--- config.mk ---
export PLATFORM = sky130hd
export DESIGN_NAME = contador_seq_param
export DESIGN_NICKNAME = d
export VERILOG_FILES = /design/src/rtl/contador_seq_param.sv
export SDC_FILE = /design/constraint.sdc
export NUM_CORES = 1
export LEC_CHECK = 0
export ABC_AREA = 1
export ABC_CLOCK_PERIOD_IN_PS = 2400
export BUFFER_PORTS_ARGS = -buffer_cell sky130_fd_sc_hd__buf_2
export CELL_PAD_IN_SITES_DETAIL_PLACEMENT = 1
export CELL_PAD_IN_SITES_GLOBAL_PLACEMENT = 1
export CORE_ASPECT_RATIO = 0.8
export CORE_MARGIN = 4
export CORE_UTILIZATION = 25
export DETAILED_ROUTE_END_ITERATION = 10
export GPL_ROUTABILITY_DRIVEN = 1
export PLACE_DENSITY_LB_ADDON = 0.08
export SYNTH_ARGS = -nofsm -noshare
export SYNTH_HDL_FRONTEND = slang
export SYNTH_SLANG_ARGS = --single-unit
export TNS_END_PERCENT = 50
--- constraint.sdc ---
create_clock -name eck -period 2.4 [get_ports eck]
set_input_delay 0.36 -clock eck [delete_from_list [all_inputs] [get_ports eck]]
set_output_delay 0.36 -clock eck [all_outputs]
set_load 0.01 [all_outputs]
--- src/rtl/contador_seq_param.sv ---
`default_nettype none
// ============================================================================
// Module   : contador_seq_param
// Brief    : Parametrised up/down sequence counter with prescaler, synchronous
//            load, wrap/turnaround pulse and hex seven-segment decode.
// Options  : define CONTADOR_SEQ_PINGPONG_EN to build the ping-pong mode;
//            without it the mode input is ignored and no dir register exists.
// Revision : 1.0 - initial release
// ============================================================================
module contador_seq_param #(
  parameter int DIV = 3,
  parameter int MOD = 8,
  parameter int W   = 3
) (
  input  logic         eck,
  input  logic         er,
  input  logic         eena,
  input  logic         down,
  input  logic         mode,
  input  logic         ld,
  input  logic [W-1:0] ld_val,
  output logic [W-1:0] estado,
  output logic         tick,
  output logic         wrap,
  output logic         A,
  output logic         B,
  output logic         C,
  output logic         D,
  output logic         E,
  output logic         F,
  output logic         G
);

  localparam int            PW         = (DIV > 1) ? $clog2(DIV) : 1;
  localparam logic [PW-1:0] c_pre_last = PW'(DIV - 1);
  localparam logic [W-1:0]  c_last     = W'(MOD - 1);

  logic [PW-1:0] r_pre;
  logic [W-1:0]  r_estado;
  logic          r_wrap;
  logic [W-1:0]  w_step_next;
  logic          w_step_wrap;
  logic [W-1:0]  w_ld_sat;
  logic          w_pp;
  logic          w_eff_down;
  logic [3:0]    w_nib;
  logic [6:0]    w_seg;

  assign tick     = eena & (r_pre == c_pre_last);
  assign estado   = r_estado;
  assign wrap     = r_wrap;
  assign w_ld_sat = (ld_val > c_last) ? c_last : ld_val;

`ifdef CONTADOR_SEQ_PINGPONG_EN
  logic r_dir;

  assign w_pp       = mode;
  assign w_eff_down = mode ? r_dir : down;

  // Direction flag: mirrors down in normal mode, flips on each ping-pong reversal
  always_ff @(posedge eck) begin
    if (er) begin
      r_dir <= 1'b0;
    end else if (!ld) begin
      if (!mode) begin
        r_dir <= down;
      end else if (w_step_wrap) begin
        r_dir <= ~r_dir;
      end
    end
  end
`else
  logic w_unused_mode;

  assign w_pp          = 1'b0;
  assign w_eff_down    = down;
  assign w_unused_mode = mode;
`endif

  // Prescaler: counts enabled edges, returns to zero on the step edge or a load
  always_ff @(posedge eck) begin
    if (er || ld) begin
      r_pre <= '0;
    end else if (eena) begin
      r_pre <= (r_pre == c_pre_last) ? '0 : r_pre + PW'(1);
    end
  end

  // Next count value and wrap/reversal event for a step taken this edge
  always_comb begin
    w_step_next = r_estado;
    w_step_wrap = 1'b0;
    if (tick) begin
      if (!w_eff_down) begin
        if (r_estado == c_last) begin
          w_step_wrap = 1'b1;
          if (w_pp) begin
            // bounce back one state; a single-state sequence stays put
            w_step_next = (MOD == 1) ? '0 : r_estado - W'(1);
          end else begin
            w_step_next = '0;
          end
        end else begin
          w_step_next = r_estado + W'(1);
        end
      end else begin
        if (r_estado == '0) begin
          w_step_wrap = 1'b1;
          if (w_pp) begin
            w_step_next = (MOD == 1) ? '0 : r_estado + W'(1);
          end else begin
            w_step_next = c_last;
          end
        end else begin
          w_step_next = r_estado - W'(1);
        end
      end
    end
  end

  // Count state and registered wrap pulse; load overrides the step
  always_ff @(posedge eck) begin
    if (er) begin
      r_estado <= '0;
      r_wrap   <= 1'b0;
    end else if (ld) begin
      r_estado <= w_ld_sat;
      r_wrap   <= 1'b0;
    end else begin
      r_estado <= w_step_next;
      r_wrap   <= w_step_wrap;
    end
  end

  // Low nibble of the state, zero-extended for narrow counters
  if (W >= 4) begin : g_nib_wide
    assign w_nib = r_estado[3:0];
  end else begin : g_nib_narrow
    assign w_nib = {{(4 - W){1'b0}}, r_estado};
  end

  // Hex glyph decode, segment order {A,B,C,D,E,F,G}
  always_comb begin
    w_seg = 7'b1111110;
    case (w_nib)
      4'h0: w_seg = 7'b1111110;
      4'h1: w_seg = 7'b0110000;
      4'h2: w_seg = 7'b1101101;
      4'h3: w_seg = 7'b1111001;
      4'h4: w_seg = 7'b0110011;
      4'h5: w_seg = 7'b1011011;
      4'h6: w_seg = 7'b1011111;
      4'h7: w_seg = 7'b1110000;
      4'h8: w_seg = 7'b1111111;
      4'h9: w_seg = 7'b1111011;
      4'hA: w_seg = 7'b1110111;
      4'hB: w_seg = 7'b0011111;
      4'hC: w_seg = 7'b1001110;
      4'hD: w_seg = 7'b0111101;
      4'hE: w_seg = 7'b1001111;
      4'hF: w_seg = 7'b1000111;
      default: w_seg = 7'b1111110;
    endcase
  end

  assign {A, B, C, D, E, F, G} = w_seg;

endmodule
`default_nettype wire

* Word-level counts from Yosys, hierarchy flattened
Memory sizes are Yosys's and may differ from the RTL's. A register that Yosys moved wholly into a read port is not among the register bits.
Index checks and enable logic that the tools add are counted.
** Cells by class
- Add/sub/neg operators :: 3
- Multipliers :: 0
- Div/mod/pow operators :: 0
- Order comparisons :: 1
- Equal/unequal tests :: 2
- Shift-type cells :: 0
- Multiplexer cells :: 12
- Bitwise operators :: 2
- Reductions and logical operators :: 4
** Operators by type and width (number)
- $mux W3 :: 6
- $mux W4 :: 2
- $add A3 B1 Y3 const B :: 1
- $eq A3 B3 Y1 const B :: 1
- $gt A3 B3 Y1 const B :: 1
- $logic_not A3 Y1 :: 1
- $mux W1 :: 3
- $reduce_or A3 Y1 :: 1
- $sub A3 B1 Y3 const B :: 1
- $add A2 B1 Y2 const B :: 1
- $eq A2 B2 Y1 const B :: 1
- $mux W2 :: 1
- $reduce_bool A2 Y1 :: 1
- $and A1 B1 Y1 :: 1
- $logic_or A1 B1 Y1 :: 1
- $not A1 Y1 :: 1
** Storage, ports and cells
- Flip-flop bits (word level) :: 6
- Bits in latches :: 0
- RAM bits :: 0
- Bits in read-only memories :: 112
- Bits of input ports :: 9
- Output and inout bits :: 12
- Word-level logic and storage cells :: 28
- Memories kept :: 1
** Memory list
- (name not given) :: words 16, width 7, read ports 1, clocked after memory_dff 1, wr ports 0, RTL line 145 : case (w_nib)

* Longest topological paths before layout
Gate-level depths: netlist of run 1.
- Depth after elaboration :: 7
- Mapped depth :: 13
- Depth with buffers taken out :: 13

* Least setup slack after synthesis of run 1
OpenSTA, ideal clock, no wires.
- Kind :: register to register
- Start point :: register r_estado[0], in the netlist estado[0]
- End point :: register, netlist name w_seg[3]
- Setup time :: 114 ps
- Arrival time :: 1693 ps
- Required time :: 2286 ps
- Path slack :: 593 ps
- Stages on the path, launching flop included :: 13
- Path buffers :: 0
- Period minus slack after synthesis :: 1807 ps
- Path through :: dfxtp_1 > inv_1 > ha_1 > inv_1 > nand2_1 > nand2_1 > nand2_1 > nand2_1 > a21oi_2 > inv_1 > ha_1 > nand3_1 > nand2_1
** Between the ends
- Word-level cells in the longest chain between the ends :: 7
- Elaborated cells between the ends (all ways) :: 11
- Those cells by class :: add/sub: 2; eq/ne: 1; mux: 7; reduce/logical: 1
** RTL lines
- from (decl) :: RTL line 39 : logic [W-1:0] r_estado;
- from (signal assigned) :: RTL line 127 : r_estado <= w_ld_sat;
- from (signal assigned) :: RTL line 130 : r_estado <= w_step_next;
- $add A3 B1 Y3, or another cell as far along
- $mux W3 (on tied branches) :: RTL line 95, 107
- $mux W3 :: RTL line 94 : if (!w_eff_down) begin
- $mux W3 :: RTL line 93 : if (tick) begin
- $mux W3 :: RTL line 126 : end else if (ld) begin
- $mux W4 (no line) * (2 in series)
Every way passes the cells marked *; elsewhere a longest branch is shown, timed or not. The select of a mux whose other input is x is not followed.
A chain may end at the register's enable or synchronous reset.

* Worst setup path in the final report of run 1
- Start point :: register r_estado[0], in the netlist estado[0]
- End point :: register, netlist name w_seg[3]
** Between the ends
- Word-level cells in the longest chain between the ends :: 7
- Elaborated cells between the ends (all ways) :: 11
- Those cells by class :: add/sub: 2; eq/ne: 1; mux: 7; reduce/logical: 1
** RTL lines (RTL line)
- $add A3 B1 Y3, or another cell as far along
- $mux W3 (on tied branches) :: 95, 107
- $mux W3 :: 94
- $mux W3 :: 93
- $mux W3 :: 126
- $mux W4 (no line) * (2 in series)
Marked as above.

==> results of run 1 <==
-- path summary, 6_finish.rpt --
check / start / endpoint / depth (start not counted)
worst max-delay path: estado[0] / w_seg[3] / 12
worst min-delay path: eena / r_pre[1] / 3
worst max register to register: estado[0] / w_seg[3] / 12
worst min register to register: r_pre[1] / r_pre[1] / 2
-- routing by layer --
| layer | part of all wire | vias to the layer above | GRT usage |
|---|---|---|---|
| met5 | 0 | - | 0 |
| met4 | 0.0056 | 0 | 0.0347 |
| met3 | 0.057 | 2 | 0.0426 |
| met2 | 0.43 | 14 | 0.134 |
| met1 | 0.51 | 273 | 0.139 |
| li1 | - | 330 | - |
-- cells by family (layout without fill, tap and decap cells) --
group,count (synthesis),after routing,synth area share
AND/OR/NAND/NOR,43,43,0.282
adder cells (fa/ha/maj),9,9,0.160
XOR/XNOR,1,1,0.0125
flip-flops,13,13,0.371
AO/OA/AOI/OAI,8,8,0.0677
buffers and inverters,20,43,0.107
-- power breakdown --
| group | internal, mW | leakage, nW | switching, mW | total [mW] |
|---|---|---|---|---|
| Sequential | 0.236 | 0.108 | 0.00901 | 0.245 |
| Combinational | 0.0464 | 0.359 | 0.0735 | 0.120 |
| Clock | 0.0619 | 0.0177 | 0.0771 | 0.139 |
-- critical path, stage by stage, from the launching register on --
cell     delay (ns)
dfxtp_1        0.40
inv_1          0.08
ha_1           0.31
inv_1          0.05
nand2_1        0.06
nand2_1        0.05
nand2_1        0.05
nand2_1        0.08
a21oi_2        0.24
inv_1          0.13
ha_1           0.29
nand3_1        0.11
nand2_1        0.06
-- flip-flops by register name, indices dropped and copies added, names as in the netlist --
signal,count
estado,3
r_pre,2
w_seg,7
wrap,1
-- synth_stat cells --
| master | number | area, um2 |
|---|---|---|
| dfxtp_1 | 13 | 260 |
| inv_2 | 2 | 7.51 |
| a21oi_1 | 5 | 25.0 |
| o21ai_2 | 1 | 8.76 |
| nand3_1 | 8 | 40.0 |
| inv_1 | 18 | 67.6 |
| nand2_1 | 24 | 90.1 |
| xnor2_1 | 1 | 8.76 |
| ha_1 | 9 | 113 |
| nand2_2 | 3 | 18.8 |
| nand3_2 | 1 | 10.0 |
| or2_0 | 2 | 12.5 |
| nor2_1 | 4 | 15.0 |
| nand2_4 | 1 | 11.3 |
| a21oi_2 | 1 | 8.76 |
| o21ai_0 | 1 | 5.00 |
-- area by class of cell --
type | instances | area (um2) | share of cell area
multi-input combinational | 61 | 367 | 0.422
sequential | 13 | 260 | 0.299
timing repair buffer | 19 | 95.1 | 0.109
inverter | 20 | 75.1 | 0.0863
tap | 36 | 45.0 | 0.0518
clock buffer | 3 | 22.5 | 0.0259
clock inverter | 1 | 5.00 | 0.00576
-- stage by stage --
| step | utilization | power [mW] | cell area (um2) | hold slack [ns] | std cells |
|---|---|---|---|---|---|
| final | 0.339 | 0.504 | 870 | 0.370 | 153 |
| after global routing | 0.339 | 0.548 | 870 | 0.374 | 153 |
| after CTS | 0.339 | 0.516 | 870 | 0.366 | 153 |
| after detailed placement | 0.329 | 0.372 | 842 | 0.517 | 149 |
| after global placement | 0.329 | 0.369 | 842 | 0.499 | 149 |
| after floorplan | - | 0.327 | 702 | 0.478 | 94 |
==> flow_metrics.tcl, run 1 <==
set metrics [dict create \
    status "complete, no violations" \
    grt_max_degree 9 \
    p_per_area_mw_per_mm2 580 \
    period_share 0.838 \
    dieArea_mm2 0.00372 \
    antenna_left 0 \
    fmax_mhz 497 \
    grt_pass1_wl_um 2820 \
    drt-total-wl_um 1610 \
    port_buffers 19 \
    synthesis.nets 112 \
    leakagePower_nw 0.485 \
    clk_pin_slew_ns 0.09 \
    coreArea_mm2 0.00256 \
    drive_above_1_share 0.274 \
    cts_buffers 3 \
    die_y_um 55.4 \
    cts_resized 0 \
    post-cts-setup-buffers 0 \
    io_pins 21 \
    syn_avg_cell_area_um2 7.47 \
    antenna_found_initial 0 \
    synth_seq_cells 13 \
    worstPathRequired_ns 2.57 \
    setup_slack_ns 0.389 \
    layout_commonest_cell "nand2_1" \
    clock-sinks 13 \
    first_pass_iters 4 \
    dieWidth_um 67.2 \
    cts_tree "yes" \
    dr_total_vias 619 \
    insertion_delay_ns 0.28 \
    yosys_warnings 0 \
    reg2reg_setup_slack_ns 0.39 \
    grt_setup_unrepaired "no" \
    skew_ns 0.0112 \
    hp-class "in2reg" \
    crit_type "reg2reg" \
    layout.nets 136 \
    hold_viol 0 \
    gp_routability_congestion 0.784 \
    place_ws_ns 0.400 \
    worstMarginPinSlew_ns 0.244 \
    syn_area_um2 702 \
    start_kind "flop" \
    drt_iter0_markers 9 \
    rows 16 \
    gr-total-overflow 0 \
    cp-end-kind "flop" \
    timing.slew.headroom 0.837 \
    area_growth_pct 23.9 \
    cap_violations 0 \
    wl_per_cell_um 10.5 \
    setup_viol 0 \
    grt_usage 0.0995 \
    syn_inst 94 \
    grt_pass1_vias 608 \
    yosysSeqAreaShare 0.371 \
    antennaDiodeCount 0 \
    root_buffer "clkbuf_4" \
    initial_core_util 0.274 \
    crit_arrival_ns 2.19 \
    post_synth_num_cell_types 16 \
    dp.final_hpwl_um 1300 \
    vias_per_cell 4.05 \
    most-common-layout-cells "24 x nand2_1, 19 x buf_2, 18 x inv_1, 13 x dfxtp_1, 9 x ha_1" \
    ir_drop_mv 0.225 \
    ctsLongestPathBuffers 2 \
    setup_tns_ns 0 \
    cp_max_fo 5 \
    nFillCells 345 \
    min_period_ns 2.01 \
    cts_hold_buf 0 \
    cts-htree-levels 1 \
    drc_errors 0 \
    drv_slew 0 \
]
No activity file was read; power rests on OpenSTA's default activity.
==> run 2, diff against run 1 <==
--- a/config.mk
+++ b/config.mk
@@ -6,7 +6,7 @@
 export NUM_CORES = 1
 export LEC_CHECK = 0
 export ABC_AREA = 1
-export ABC_CLOCK_PERIOD_IN_PS = 2400
+export ABC_CLOCK_PERIOD_IN_PS = 1670
 export BUFFER_PORTS_ARGS = -buffer_cell sky130_fd_sc_hd__buf_2
 export CELL_PAD_IN_SITES_DETAIL_PLACEMENT = 1
 export CELL_PAD_IN_SITES_GLOBAL_PLACEMENT = 1
==> constraint.sdc (replaced) <==
create_clock -name eck -period 1.67 [get_ports eck]
set_input_delay 0.2505 -clock eck [delete_from_list [all_inputs] [get_ports eck]]
set_output_delay 0.2505 -clock eck [all_outputs]
set_load 0.01 [all_outputs]
==> flow_metrics.tcl, run 2 (synthesis results as in run 1) <==
set metrics [dict create \
    drc_errors 0 \
    crit_arrival_ns 1.85 \
    p_per_area_mw_per_mm2 775 \
    drive_above_1_share 0.439 \
    register_area_um2 265 \
    period_share 0.999 \
    coreArea_mm2 0.00256 \
    multi_input_area_um2 429 \
    min_period_ns 1.67 \
    dieArea_mm2 0.00372 \
    vias_per_cell 3.99 \
    fmax_mhz 600 \
    initial_core_util 0.274 \
    setup_tns_ns 0 \
    drt_iter0_markers 41 \
    ctsLongestPathBuffers 2 \
    power_switching_mw 0.245 \
    hp-class "in2reg" \
    layout.nets 142 \
    crit_type "reg2reg" \
    area_growth_pct 41.4 \
    seqPwrFrac 0.460 \
    dpl.cell_count 153 \
    insertion_delay_ns 0.28 \
    p_int_mw 0.524 \
    dr_total_vias 634 \
    rows 16 \
    cp-end-kind "flop" \
    place_ws_ns -0.0564 \
    final_cells 159 \
    die_y_um 55.4 \
    antenna_found_initial 0 \
    status "complete, no violations" \
    clock-sinks 13 \
    nFillCells 344 \
    port_buffers 19 \
    timing.slew.headroom 0.839 \
    dieWidth_um 67.2 \
    gp_routability_congestion 0.738 \
    cap_violations 0 \
    skew_ns 0.00712 \
    root_buffer "clkbuf_4" \
    cts-htree-levels 1 \
    antennaDiodeCount 0 \
    layout_commonest_cell "nand2_1" \
    grt_pass1_vias 640 \
    most-common-layout-cells "22 x nand2_1, 19 x buf_2, 12 x inv_1, 11 x dfxtp_1, 7 x inv_2" \
    ir_drop_mv 0.459 \
    dp.final_hpwl_um 1350 \
    io_pins 21 \
    drv_slew 0 \
    antenna_left 0 \
    cp_max_fo 4 \
    grt_pass1_wl_um 2850 \
    largest_register_ffs 7 \
    leakagePower_nw 0.517 \
    start_kind "flop" \
    cts_buffers 3 \
    setup_viol 0 \
    setup_slack_ns 0.00206 \
    clk_pin_slew_ns 0.09 \
    clockPowerShare 0.258 \
    gr-total-overflow 0 \
    grt_max_degree 9 \
    drt-total-wl_um 1670 \
    worstPathRequired_ns 1.85 \
    grt_usage 0.102 \
    grt_setup_unrepaired "yes" \
    worstMarginPinSlew_ns 0.241 \
    fin_util 0.387 \
    power_frac_comb 0.282 \
    wl_per_cell_um 10.5 \
    hold_viol 0 \
    switching_share 0.319 \
    cts_tree "yes" \
    total_power_mw 0.769 \
    first_pass_iters 2 \
]
[run 2: cell type report]
| cell class | instances | area share |
|---|---|---|
| Multi-Input combinational cell | 61 | 0.433 |
| Sequential cell | 13 | 0.267 |
| Timing Repair Buffer | 25 | 0.149 |
| Inverter | 20 | 0.0782 |
| Tap cell | 36 | 0.0454 |
| Clock buffer | 3 | 0.0227 |
| Clock inverter | 1 | 0.00504 |
[run 2: what timing repair did]
| action | 4_1_cts | 5_1_grt |
|---|---|---|
| setup endpoints to repair | 4 | 7 |
| resized for setup | 4 | 13 |
| hold buffers | 0 | 0 |
| setup buffers | 1 | 1 |
| pin swaps | 1 | 8 |
[run 2: path summary, 6_finish.rpt]
path	start	slack, ns	cells past startpoint	endpoint
setup / recovery	estado[0]	0.002	12	w_seg[3]
hold / removal	er	0.26	4	wrap
setup reg to reg	estado[0]	0.002	12	w_seg[3]
hold reg to reg	r_pre[1]	0.52	2	r_pre[1]
[run 2: stage by stage]
stage | hold slack [ns] | area (um2)
global route | 0.286 | 992
CTS | 0.249 | 947
detailed placement | 0.511 | 890
floorplan | 0.391 | 719
finish | 0.259 | 992
global placement | 0.498 | 890
[run 2: worst max-delay path: stages, from the launching register on]
cell	delay, ns
dfxtp_4	0.38
inv_4	0.04
ha_4	0.26
inv_2	0.03
nand2_1	0.05
nand2_1	0.05
nand2_1	0.07
nand2_2	0.08
a21oi_4	0.18
inv_2	0.09
ha_4	0.24
nand3_2	0.06
nand2_1	0.04
[run 2: power groups by stage]
| stage | combinational, mW | sequential [mW] | clock, mW |
|---|---|---|---|
| final | 0.216 | 0.354 | 0.198 |
| after global routing | 0.249 | 0.359 | 0.226 |
| after CTS | 0.203 | 0.354 | 0.210 |
| after detailed placement | 0.191 | 0.361 | 0 |
| after global placement | 0.187 | 0.360 | 0 |
| after floorplan | 0.100 | 0.375 | 0 |
[run 2: routing by layer]
metal / GRT usage / vias to the layer above / wire length, um
met1: 0.131 / 274 / 809
li1: - / 345 / -
met2: 0.148 / 13 / 720
met4: 0.0347 / 0 / 15
met3: 0.0467 / 2 / 127
met5: 0 / - / 0
